File: src/rtl/wisc_pipe_pkg.sv
// Shared types and sizing for the pipeline control unit: FSM state encoding,
// the control-wait timeout limit and the counter widths.
package wisc_pipe_pkg;

  typedef enum logic [1:0] {
    RUN        = 2'd0,
    DATA_STALL = 2'd1,
    CTRL_WAIT  = 2'd2,
    HALT       = 2'd3
  } state_t;

  localparam int              WAIT_W        = 8;
  localparam logic [WAIT_W-1:0] CTRL_WAIT_MAX = 8'd255;
  localparam int              PERF_W        = 16;

endpackage

File: src/rtl/sat_counter.sv
// Up-counter that sticks at all-ones instead of wrapping.
module sat_counter #(
  parameter int WIDTH = 16
) (
  input  logic             clk,
  input  logic             rst_n,
  input  logic             inc,
  output logic [WIDTH-1:0] count
);

  always_ff @(posedge clk or negedge rst_n) begin
    if (!rst_n) begin
      count <= '0;
    end else if (inc && (count != {WIDTH{1'b1}})) begin
      count <= count + WIDTH'(1);
    end
  end

endmodule

File: src/rtl/pipe_ctrl_unit.sv
// Pipeline hazard/control-flow sequencer: stalls, flushes, call/ret wait with
// timeout, and halt. Optional perf counters under `PIPE_CTRL_PERF_EN`.
//
// state      | meaning
// RUN        | normal issue, evaluates branch/hlt/hazard/call/ret
// DATA_STALL | holding PC and IF/ID while the data hazard persists
// CTRL_WAIT  | call/ret in flight, IF/ID flushed until the PC target lands
// HALT       | core stopped, only reset leaves this state
module pipe_ctrl_unit
  import wisc_pipe_pkg::*;
(
  input  logic       clk,
  input  logic       rst_n,
  input  logic       hazard,
  input  logic       call,
  input  logic       ret,
  input  logic       PC_update,
  input  logic       branch_taken,
  input  logic       hlt,
  output logic       PC_we,
  output logic       IF_ID_we,
  output logic       IF_ID_flush,
  output logic       ID_EX_bubble,
  output logic       halted,
  output logic       ctrl_timeout,
  output logic [1:0] state
`ifdef PIPE_CTRL_PERF_EN
  ,
  output logic [PERF_W-1:0] stall_cycles,
  output logic [PERF_W-1:0] flush_count
`endif
);

  state_t            state_q, state_d;
  logic [WAIT_W-1:0] wait_cnt, wait_d, wait_inc;
  logic              timeout_q, timeout_set;

  assign wait_inc = wait_cnt + WAIT_W'(1);

  always_ff @(posedge clk or negedge rst_n) begin
    if (!rst_n) begin
      state_q   <= RUN;
      wait_cnt  <= '0;
      timeout_q <= 1'b0;
    end else begin
      state_q  <= state_d;
      wait_cnt <= wait_d;
      if (timeout_set) timeout_q <= 1'b1;
    end
  end

  always_comb begin
    state_d      = state_q;
    wait_d       = '0;
    timeout_set  = 1'b0;
    PC_we        = 1'b1;
    IF_ID_we     = 1'b1;
    IF_ID_flush  = 1'b0;
    ID_EX_bubble = 1'b0;

    // A taken branch overrides everything except HALT.
    if ((state_q != HALT) && branch_taken) begin
      IF_ID_flush  = 1'b1;
      ID_EX_bubble = 1'b1;
      state_d      = RUN;
    end else begin
      case (state_q)
        RUN: begin
          if (hlt) begin
            PC_we    = 1'b0;
            IF_ID_we = 1'b0;
            state_d  = HALT;
          end else if (hazard) begin
            PC_we        = 1'b0;
            IF_ID_we     = 1'b0;
            ID_EX_bubble = 1'b1;
            state_d      = DATA_STALL;
          end else if (call || ret) begin
            state_d = CTRL_WAIT;
          end
        end
        DATA_STALL: begin
          if (hazard) begin
            PC_we        = 1'b0;
            IF_ID_we     = 1'b0;
            ID_EX_bubble = 1'b1;
          end else begin
            state_d = RUN;
          end
        end
        CTRL_WAIT: begin
          IF_ID_flush = 1'b1;
          if (PC_update) begin
            state_d = RUN;
          end else begin
            PC_we = 1'b0;
            if (wait_inc == CTRL_WAIT_MAX) begin
              timeout_set = 1'b1;
              state_d     = HALT;
            end else begin
              wait_d = wait_inc;
            end
          end
        end
        default: begin
          PC_we        = 1'b0;
          IF_ID_we     = 1'b0;
          ID_EX_bubble = 1'b1;
        end
      endcase
    end

    // Keep the pipeline frozen and drained while reset is asserted.
    if (!rst_n) begin
      PC_we        = 1'b0;
      IF_ID_we     = 1'b0;
      IF_ID_flush  = 1'b1;
      ID_EX_bubble = 1'b1;
    end
  end

  assign state        = state_q;
  assign halted       = (state_q == HALT);
  assign ctrl_timeout = timeout_q;

`ifdef PIPE_CTRL_PERF_EN
  sat_counter #(.WIDTH(PERF_W)) u_stall_cnt (
    .clk   (clk),
    .rst_n (rst_n),
    .inc   ((state_q == DATA_STALL) || (state_q == CTRL_WAIT)),
    .count (stall_cycles)
  );

  sat_counter #(.WIDTH(PERF_W)) u_flush_cnt (
    .clk   (clk),
    .rst_n (rst_n),
    .inc   ((state_q != HALT) && branch_taken),
    .count (flush_count)
  );
`endif

endmodule
File: config.mk
export PLATFORM = sky130hd
export DESIGN_NAME = pipe_ctrl_unit
export DESIGN_NICKNAME = d
export VERILOG_FILES = /design/src/rtl/wisc_pipe_pkg.sv /design/src/rtl/sat_counter.sv /design/src/rtl/pipe_ctrl_unit.sv
export SDC_FILE = /design/constraint.sdc
export NUM_CORES = 1
export LEC_CHECK = 0
export CORE_MARGIN = 2
export CORE_UTILIZATION = 51
export DETAILED_ROUTE_END_ITERATION = 8
export PLACE_DENSITY = 0.81
export SYNTH_ARGS = -nofsm -noshare
export SYNTH_HDL_FRONTEND = slang
export SYNTH_SLANG_ARGS = --single-unit
File: constraint.sdc
create_clock -name clk -period 3.6 [get_ports clk]
set_input_delay 0.72 -clock clk [delete_from_list [all_inputs] [get_ports clk]]
set_output_delay 0.72 -clock clk [all_outputs]
set_load 0.01 [all_outputs]
==> results of run 1 <==
==> kinds of logic (layout without fill, tap and decap cells) <==
family	Yosys count	count (layout)	synth area share, %
and+or+nand+nor	36	36	26.81
DFF	11	11	38.80
AOI/OAI and AO/OA	9	9	10.93
adders and majority gates	7	7	12.35
xor gates and xnor gates	5	5	6.174
buffers and inverters	4	24	2.116
muxes	2	2	2.822
==> cell type report <==
cell class / count / area, sq um / share of cell area, %
Tap cell: 15 / 18.77 / 2.058
Multi-Input combinational cell: 59 / 419.2 / 45.95
Timing Repair Buffer: 16 / 157.7 / 17.28
Inverter: 4 / 15.01 / 1.646
Sequential cell: 11 / 275.3 / 30.18
Clock buffer: 4 / 26.28 / 2.881
==> cell usage in the layout (no fill, tap or decap) <==
cell type                         instances
sky130_fd_sc_hd__nand4_1                  1
sky130_fd_sc_hd__clkdlybuf4s50_1         15
sky130_fd_sc_hd__o21a_1                   1
sky130_fd_sc_hd__buf_4                    1
sky130_fd_sc_hd__inv_1                    4
sky130_fd_sc_hd__nor2_1                  12
sky130_fd_sc_hd__mux2i_1                  2
sky130_fd_sc_hd__nand3_1                  2
sky130_fd_sc_hd__clkbuf_1                 1
sky130_fd_sc_hd__nor2b_1                  2
sky130_fd_sc_hd__clkbuf_4                 3
sky130_fd_sc_hd__o41ai_1                  1
sky130_fd_sc_hd__o211ai_2                 1
sky130_fd_sc_hd__nand2_1                  7
sky130_fd_sc_hd__and3_2                   1
sky130_fd_sc_hd__nor3_2                   2
sky130_fd_sc_hd__nand3b_1                 1
sky130_fd_sc_hd__a211o_1                  1
sky130_fd_sc_hd__xnor2_1                  2
sky130_fd_sc_hd__o31ai_1                  2
sky130_fd_sc_hd__nand2_2                  1
sky130_fd_sc_hd__nor3_1                   1
sky130_fd_sc_hd__a21oi_1                  2
sky130_fd_sc_hd__nand2b_1                 4
sky130_fd_sc_hd__ha_1                     7
sky130_fd_sc_hd__a221oi_2                 1
sky130_fd_sc_hd__xor2_1                   3
sky130_fd_sc_hd__and4_2                   1
sky130_fd_sc_hd__or2b_2                   1
sky130_fd_sc_hd__dfrtp_1                 11
==> registers in the layout (all words and copies together) (netlist names) <==
| register | flops |
|---|---|
| wait_cnt | 8 |
| state | 2 |
| ctrl_timeout | 1 |
==> final timing paths <==
path / from / endpoint / slack, ns / cells after the start
max: hlt / PC_we / 0.58 / 7
min: ctrl_timeout$_DFFE_PN0P_ / ctrl_timeout$_DFFE_PN0P_ / 0.47 / 2
max reg2reg: wait_cnt[0]$_DFF_PN0_ / state[1]$_DFFE_PN0P_ / 1.81 / 6
min reg2reg: ctrl_timeout$_DFFE_PN0P_ / ctrl_timeout$_DFFE_PN0P_ / 0.47 / 2
max in group asynchronous: rst_n / wait_cnt[2]$_DFF_PN0_ / 2.66 / 2
min in group asynchronous: rst_n / ctrl_timeout$_DFFE_PN0P_ / 0.79 / 2
==> tightest hold or removal path: cells and delay by family (launching register included) <==
kind	cells	cell delay (ns)
flops	1	0.34
compound gates	1	0.05
buf+inv	1	0.04
==> metal layers <==
metal	vias to the layer above	GRT usage [%]	wire, microns
met4	0	9.677	12
met3	2	9.574	54
li1	291	-	-
met5	-	0	0
met1	256	26.76	631
met2	6	25.00	588
==> power by group through the flow <==
stage          clock network, mW  logic, mW  registers (mW)
2_1_floorplan                  0      0.114           0.155
4_1_cts                   0.0849      0.197           0.151
5_1_grt                   0.0936      0.219           0.154
6_report                  0.0809      0.195           0.151
3_3_place_gp                   0      0.196           0.153
3_5_place_dp                   0      0.196           0.154
==> synth_stat cells, types with 2 or more instances <==
cell type	instances
sky130_fd_sc_hd__inv_1	4
sky130_fd_sc_hd__nand2_1	7
sky130_fd_sc_hd__nor2_1	12
sky130_fd_sc_hd__o31ai_1	2
sky130_fd_sc_hd__nor2b_1	2
sky130_fd_sc_hd__nand3_1	2
sky130_fd_sc_hd__ha_1	7
sky130_fd_sc_hd__xor2_1	3
sky130_fd_sc_hd__nand2b_1	4
sky130_fd_sc_hd__dfrtp_1	11
sky130_fd_sc_hd__xnor2_1	2
sky130_fd_sc_hd__nor3_2	2
sky130_fd_sc_hd__a21oi_1	2
sky130_fd_sc_hd__mux2i_1	2
==> through the flow <==
step	setup slack, ns	total power [mW]	cell area [sq um]
final	0.5830	0.4272	912.1
after global routing	0.4792	0.4659	912.1
after CTS	0.5791	0.4330	912.1
after detailed placement	0.5717	0.3500	885.9
after global placement	0.6143	0.3490	885.9
after floorplan	1.537	0.2697	709.4
==> results.toml, run 1 <==
[run_status]
status = "finished, final reports clean"

[cells_and_area]
filler_instances = 109
layoutNonFillerInstCount = 109
syn_to_final_growth_pct = 28.57
antenna_cells_inserted = 0
post_route_cells_drive_above_1_share_pct = 12.77
final_net_count = 110
final_util_pct = 70.10

[synthesis]
ys_warn_count = 0
ys_types = 26
netlist.area_leader.share_pct = 38.80
yosys_most_used_dff = "sky130_fd_sc_hd__dfrtp_1"
synth-edff-count = 0
synthesis.area_per_instance_sq_um = 9.587
synth-async-reset-ratio_pct = 100.0
seq_area_frac_synth_pct = 38.80
synth_cells = 74
synth_fp_nets = 89
post_synthesis_instance_area_sq_um = 709.4
post_synth_main_area_contributors = "sky130_fd_sc_hd__dfrtp_1 39%, sky130_fd_sc_hd__ha_1 12%, sky130_fd_sc_hd__nor2_1 6.3%"
synth-seq-cells = 11
synth_top_cell_by_area = "sky130_fd_sc_hd__dfrtp_1"

[floorplanning]
io_pins = 16
fp.dieH_microns = 41.30
start_util_pct = 54.52
floorplan.die_area_sq_mm = 0.001705
num_rows = 13
fp.dieW_microns = 41.30
floorplan.core_area_sq_mm = 0.001301

[routing]
wirelength_per_cell_microns = 11.81
routed_via_density = 5.092
final_antenna_net_count = 0
routed-via-count = 555
initialDrtViolationCount = 13
drc = 0
first_pass_iters = 4
postRouteWirelength_microns = 1287

[power_and_ir_drop]
share_of_power_burned_in_combinational_logic_pct = 45.7
irDropWorstVdd_uv = 336.0
swShare_pct = 34.84
cellLeakagePower_nw = 0.4124
power.density_cell_area_mw_per_mm2 = 468.4
power.net_switching_mw = 0.1488
share_clk_of_total_power_pct = 18.9
pwr-share-seq_pct = 35.4
internal_power_mw = 0.2784

[sta]
setup-violations-final = 0
maxSlewViolCount = 0
hold_violations = 0
slew-limit-headroom_pct = 73.12
timing.fmax_ghz = 0.3315
finalClockSkew_ns = 0.003284
worst_max_slew_pin_slew_ns = 0.3980
totalNegativeSetupSlack_ns = 0
post-route-min-period_ns = 3.017
worst_hold_slack_ns = 0.4700
grt_setup_unrepaired = "no"
layout_worst_path_cycle_share_pct = 83.80

[grt]
first_global_vias = 466
grt_max_degree = 13
grt_util_all_layers_pct = 19.53
global_route.overflow_total = 0
grt_first_pass_wirelength_microns = 1987
grt_antenna_before_repair = 0

[placed_design]
portBuffers = 15
placedCellCount = 105
routabilityCongestion = 0.7311
place_hpwl_microns = 1042

[clocking]
cts-root-to-sink-buffers = 2
worst_skew_pair.late_latency_ns = 0.26
clock_tree.htree_level_count = 1
tritoncts_num_sinks = 11
tritoncts.num_buffers = 3
tritoncts = "built"
post_cts.repair.setup_buffers = 0
clk_transition_reported_paths_ns = 0.06
ctsRootBufferMaster = "sky130_fd_sc_hd__clkbuf_4"
cts_resized = 0
hold_buffers = 0

[setup_path]
critPathArrivalTime_ns = 2.30
crit_path_max_incr_delay_ns = 0.55
worst_setup_path_start_kind = "input port"
worstPathMaxFanout = 3
critical_path.cell_chain = "clkdlybuf4s50_1 -> nand2b_1 -> nand2b_1 -> nor2b_1 -> nor2_1 -> a21oi_1 -> clkdlybuf4s50_1"
path_buf_inv = 2
critPathKind = "input port to output port"
timing.critical_path.to_type = "output port"
critical_path_required_ns = 2.88
slowest_stage = "sky130_fd_sc_hd__clkdlybuf4s50_1"
cpLargestDelayFamily = "buffers and inverters"

[worst_hold_path]
worst_hold_path_type = "register to register"

[run]
drv.max_cap_violation_count = 0
Power figures use the tool's default switching activity.
==> run 2: changes to the inputs <==
--- a/config.mk
+++ b/config.mk
@@ -6,9 +6,9 @@
 export NUM_CORES = 1
 export LEC_CHECK = 0
 export CORE_MARGIN = 2
-export CORE_UTILIZATION = 51
+export CORE_UTILIZATION = 43
 export DETAILED_ROUTE_END_ITERATION = 8
-export PLACE_DENSITY = 0.81
+export PLACE_DENSITY = 0.73
 export SYNTH_ARGS = -nofsm -noshare
 export SYNTH_HDL_FRONTEND = slang
 export SYNTH_SLANG_ARGS = --single-unit
==> constraint.sdc (replaced) <==
create_clock -name clk -period 2.7 [get_ports clk]
set_input_delay 0.54 -clock clk [delete_from_list [all_inputs] [get_ports clk]]
set_output_delay 0.54 -clock clk [all_outputs]
set_load 0.01 [all_outputs]
==> results.toml, run 2 (synthesis results as in run 1) <==
[setup_path]
crit_path_max_incr_delay_ns = 0.49
capturing_point_of_the_worst_reg2reg_path = "state[1]$_DFFE_PN0P_"
cp-endpoint = "ID_EX_bubble"
worst_r2r_startpoint = "wait_cnt[0]$_DFF_PN0_"
slowest_stage = "sky130_fd_sc_hd__clkdlybuf4s50_1"
worst_setup_path_start_kind = "input port"
critPathKind = "input port to output port"
worstRegToRegCells = 6
critPathArrivalTime_ns = 1.99
timing.critical_path.to_type = "output port"
r2r_setup_slack_ns = 0.90
worstPathMaxFanout = 3
critical_path_required_ns = 2.16
critical_path.cell_chain = "clkdlybuf4s50_1 -> nand2b_1 -> nand2b_1 -> a211o_1 -> clkdlybuf4s50_1"
path_buf_inv = 2
worst_setup_path_startpoint = "hlt"
cp.depth = 5
cpLargestDelayFamily = "buffers and inverters"

[sta]
post-route-min-period_ns = 2.528
grt_setup_unrepaired = "no"
maxSlewViolCount = 0
layout_worst_path_cycle_share_pct = 93.65
worst_hold_slack_ns = 0.4685
worst_max_slew_pin_slew_ns = 0.4105
slew-limit-headroom_pct = 72.28
finalClockSkew_ns = 0.001257
totalNegativeSetupSlack_ns = 0
hold_violations = 0
timing.fmax_ghz = 0.3955
setup-violations-final = 0

[floorplanning]
num_rows = 14
io_pins = 16
floorplan.core_area_sq_mm = 0.001524
start_util_pct = 46.55
fp.dieH_microns = 44.62
fp.dieW_microns = 44.62
floorplan.die_area_sq_mm = 0.001991

[cells_and_area]
final_cell_mix = "13 x sky130_fd_sc_hd__clkdlybuf4s50_1, 12 x sky130_fd_sc_hd__nor2_1, 11 x sky130_fd_sc_hd__dfrtp_1"
layoutNonFillerInstCount = 111
seqCellArea_sq_um = 275.3
post_route_cells_drive_above_1_share_pct = 13.68
layout_commonest_cell = "sky130_fd_sc_hd__clkdlybuf4s50_1"
final_net_count = 111
multi_input_area_sq_um = 419.2
largest_register_ffs = 8
largest-register = "wait_cnt"
final_cell_area_sq_um = 925.9
antenna_cells_inserted = 0
filler_instances = 141
syn_to_final_growth_pct = 30.51

[run]
drv.max_cap_violation_count = 0

[power_and_ir_drop]
internal_power_mw = 0.3718
share_of_power_burned_in_combinational_logic_pct = 46.3
irDropWorstVdd_uv = 420.5
pwr-share-seq_pct = 34.7
share_clk_of_total_power_pct = 18.9
power_mw = 0.5817
power.net_switching_mw = 0.2099
cellLeakagePower_nw = 0.4431
swShare_pct = 36.08
power.density_cell_area_mw_per_mm2 = 628.3

[grt]
first_global_vias = 535
global_route.overflow_total = 0
grt_util_all_layers_pct = 16.85
grt_antenna_before_repair = 0
grt_first_pass_wirelength_microns = 2380
grt_max_degree = 13

[routing]
routed-via-count = 573
routed_via_density = 5.162
final_antenna_net_count = 0
initialDrtViolationCount = 10
drc = 0
first_pass_iters = 4
postRouteWirelength_microns = 1448
wirelength_per_cell_microns = 13.05

[clocking]
tritoncts = "built"
post_cts.repair.setup_buffers = 0
tritoncts.num_buffers = 3
hold_buffers = 0
cts_resized = 0
worst_skew_pair.late_latency_ns = 0.27
cts-root-to-sink-buffers = 2
clk_transition_reported_paths_ns = 0.06
clock_tree.htree_level_count = 1
tritoncts_num_sinks = 11
ctsRootBufferMaster = "sky130_fd_sc_hd__clkbuf_4"

[placed_design]
post_dp_cell_area_sq_um = 894.6
portBuffers = 15
place_hpwl_microns = 1200
routabilityCongestion = 0.7237
placedCellCount = 107

[worst_hold_path]
worst_hold_path_type = "register to register"

[run_status]
status = "finished, final reports clean"
[run 2: cell count changes in the layout (fill, tap and decap cells not counted)]
cell,change
sky130_fd_sc_hd__clkdlybuf4s50_1,-2
sky130_fd_sc_hd__dlymetal6s2s_1,+2
sky130_fd_sc_hd__buf_4,+1
[run 2: cell type report]
type,count,area share [%]
tap,16,2.162
sequential,11,29.73
inverter,4,1.622
multi-input combinational,59,45.27
timing repair buffer,17,18.38
clock buffer,4,2.838
[run 2: tightest hold or removal path, delay by kind of cell (launching register included)]
family	cells	cell delay (ns)
AO/OA/AOI/OAI	1	0.05
buffers and inverters	1	0.04
flip-flops	1	0.35
[run 2: power groups by stage]
| stage | Sequential, mW | Combinational [mW] | Clock [mW] |
|---|---|---|---|
| final | 0.202 | 0.270 | 0.110 |
| after global routing | 0.204 | 0.296 | 0.122 |
| after CTS | 0.203 | 0.275 | 0.116 |
| after detailed placement | 0.207 | 0.274 | 0 |
| after global placement | 0.204 | 0.263 | 0 |
| after floorplan | 0.207 | 0.152 | 0 |
[run 2: worst min path at each step]
stage,slack (ns),start,end,cells past startpoint
final,0.47,ctrl_timeout$_DFFE_PN0P_,ctrl_timeout$_DFFE_PN0P_,2
after global routing,0.49,ctrl_timeout$_DFFE_PN0P_,ctrl_timeout$_DFFE_PN0P_,2
after floorplan,0.24,rst_n,ctrl_timeout$_DFFE_PN0P_,0
after CTS,0.47,ctrl_timeout$_DFFE_PN0P_,ctrl_timeout$_DFFE_PN0P_,2
after detailed placement,0.46,ctrl_timeout$_DFFE_PN0P_,ctrl_timeout$_DFFE_PN0P_,2
after global placement,0.45,ctrl_timeout$_DFFE_PN0P_,ctrl_timeout$_DFFE_PN0P_,2
[run 2: per-stage QoR]
| step | setup slack [ns] | util (%) |
|---|---|---|
| floorplan | 0.9285 | - |
| global placement | 0.06671 | 58.70 |
| detailed placement | 0.02922 | 58.70 |
| CTS | 0.03060 | 60.43 |
| global route | 0.09982 | 60.76 |
| finish | 0.1715 | 60.76 |
[run 2: metal layers]
metal / global-route usage [%] / vias to the layer above / share of wire, %
li1: - / 294 / -
met1: 20.46 / 273 / 46
met2: 27.54 / 6 / 50
met3: 7.347 / 0 / 3.9
met4: 3.636 / 0 / 0
met5: 0 / - / 0
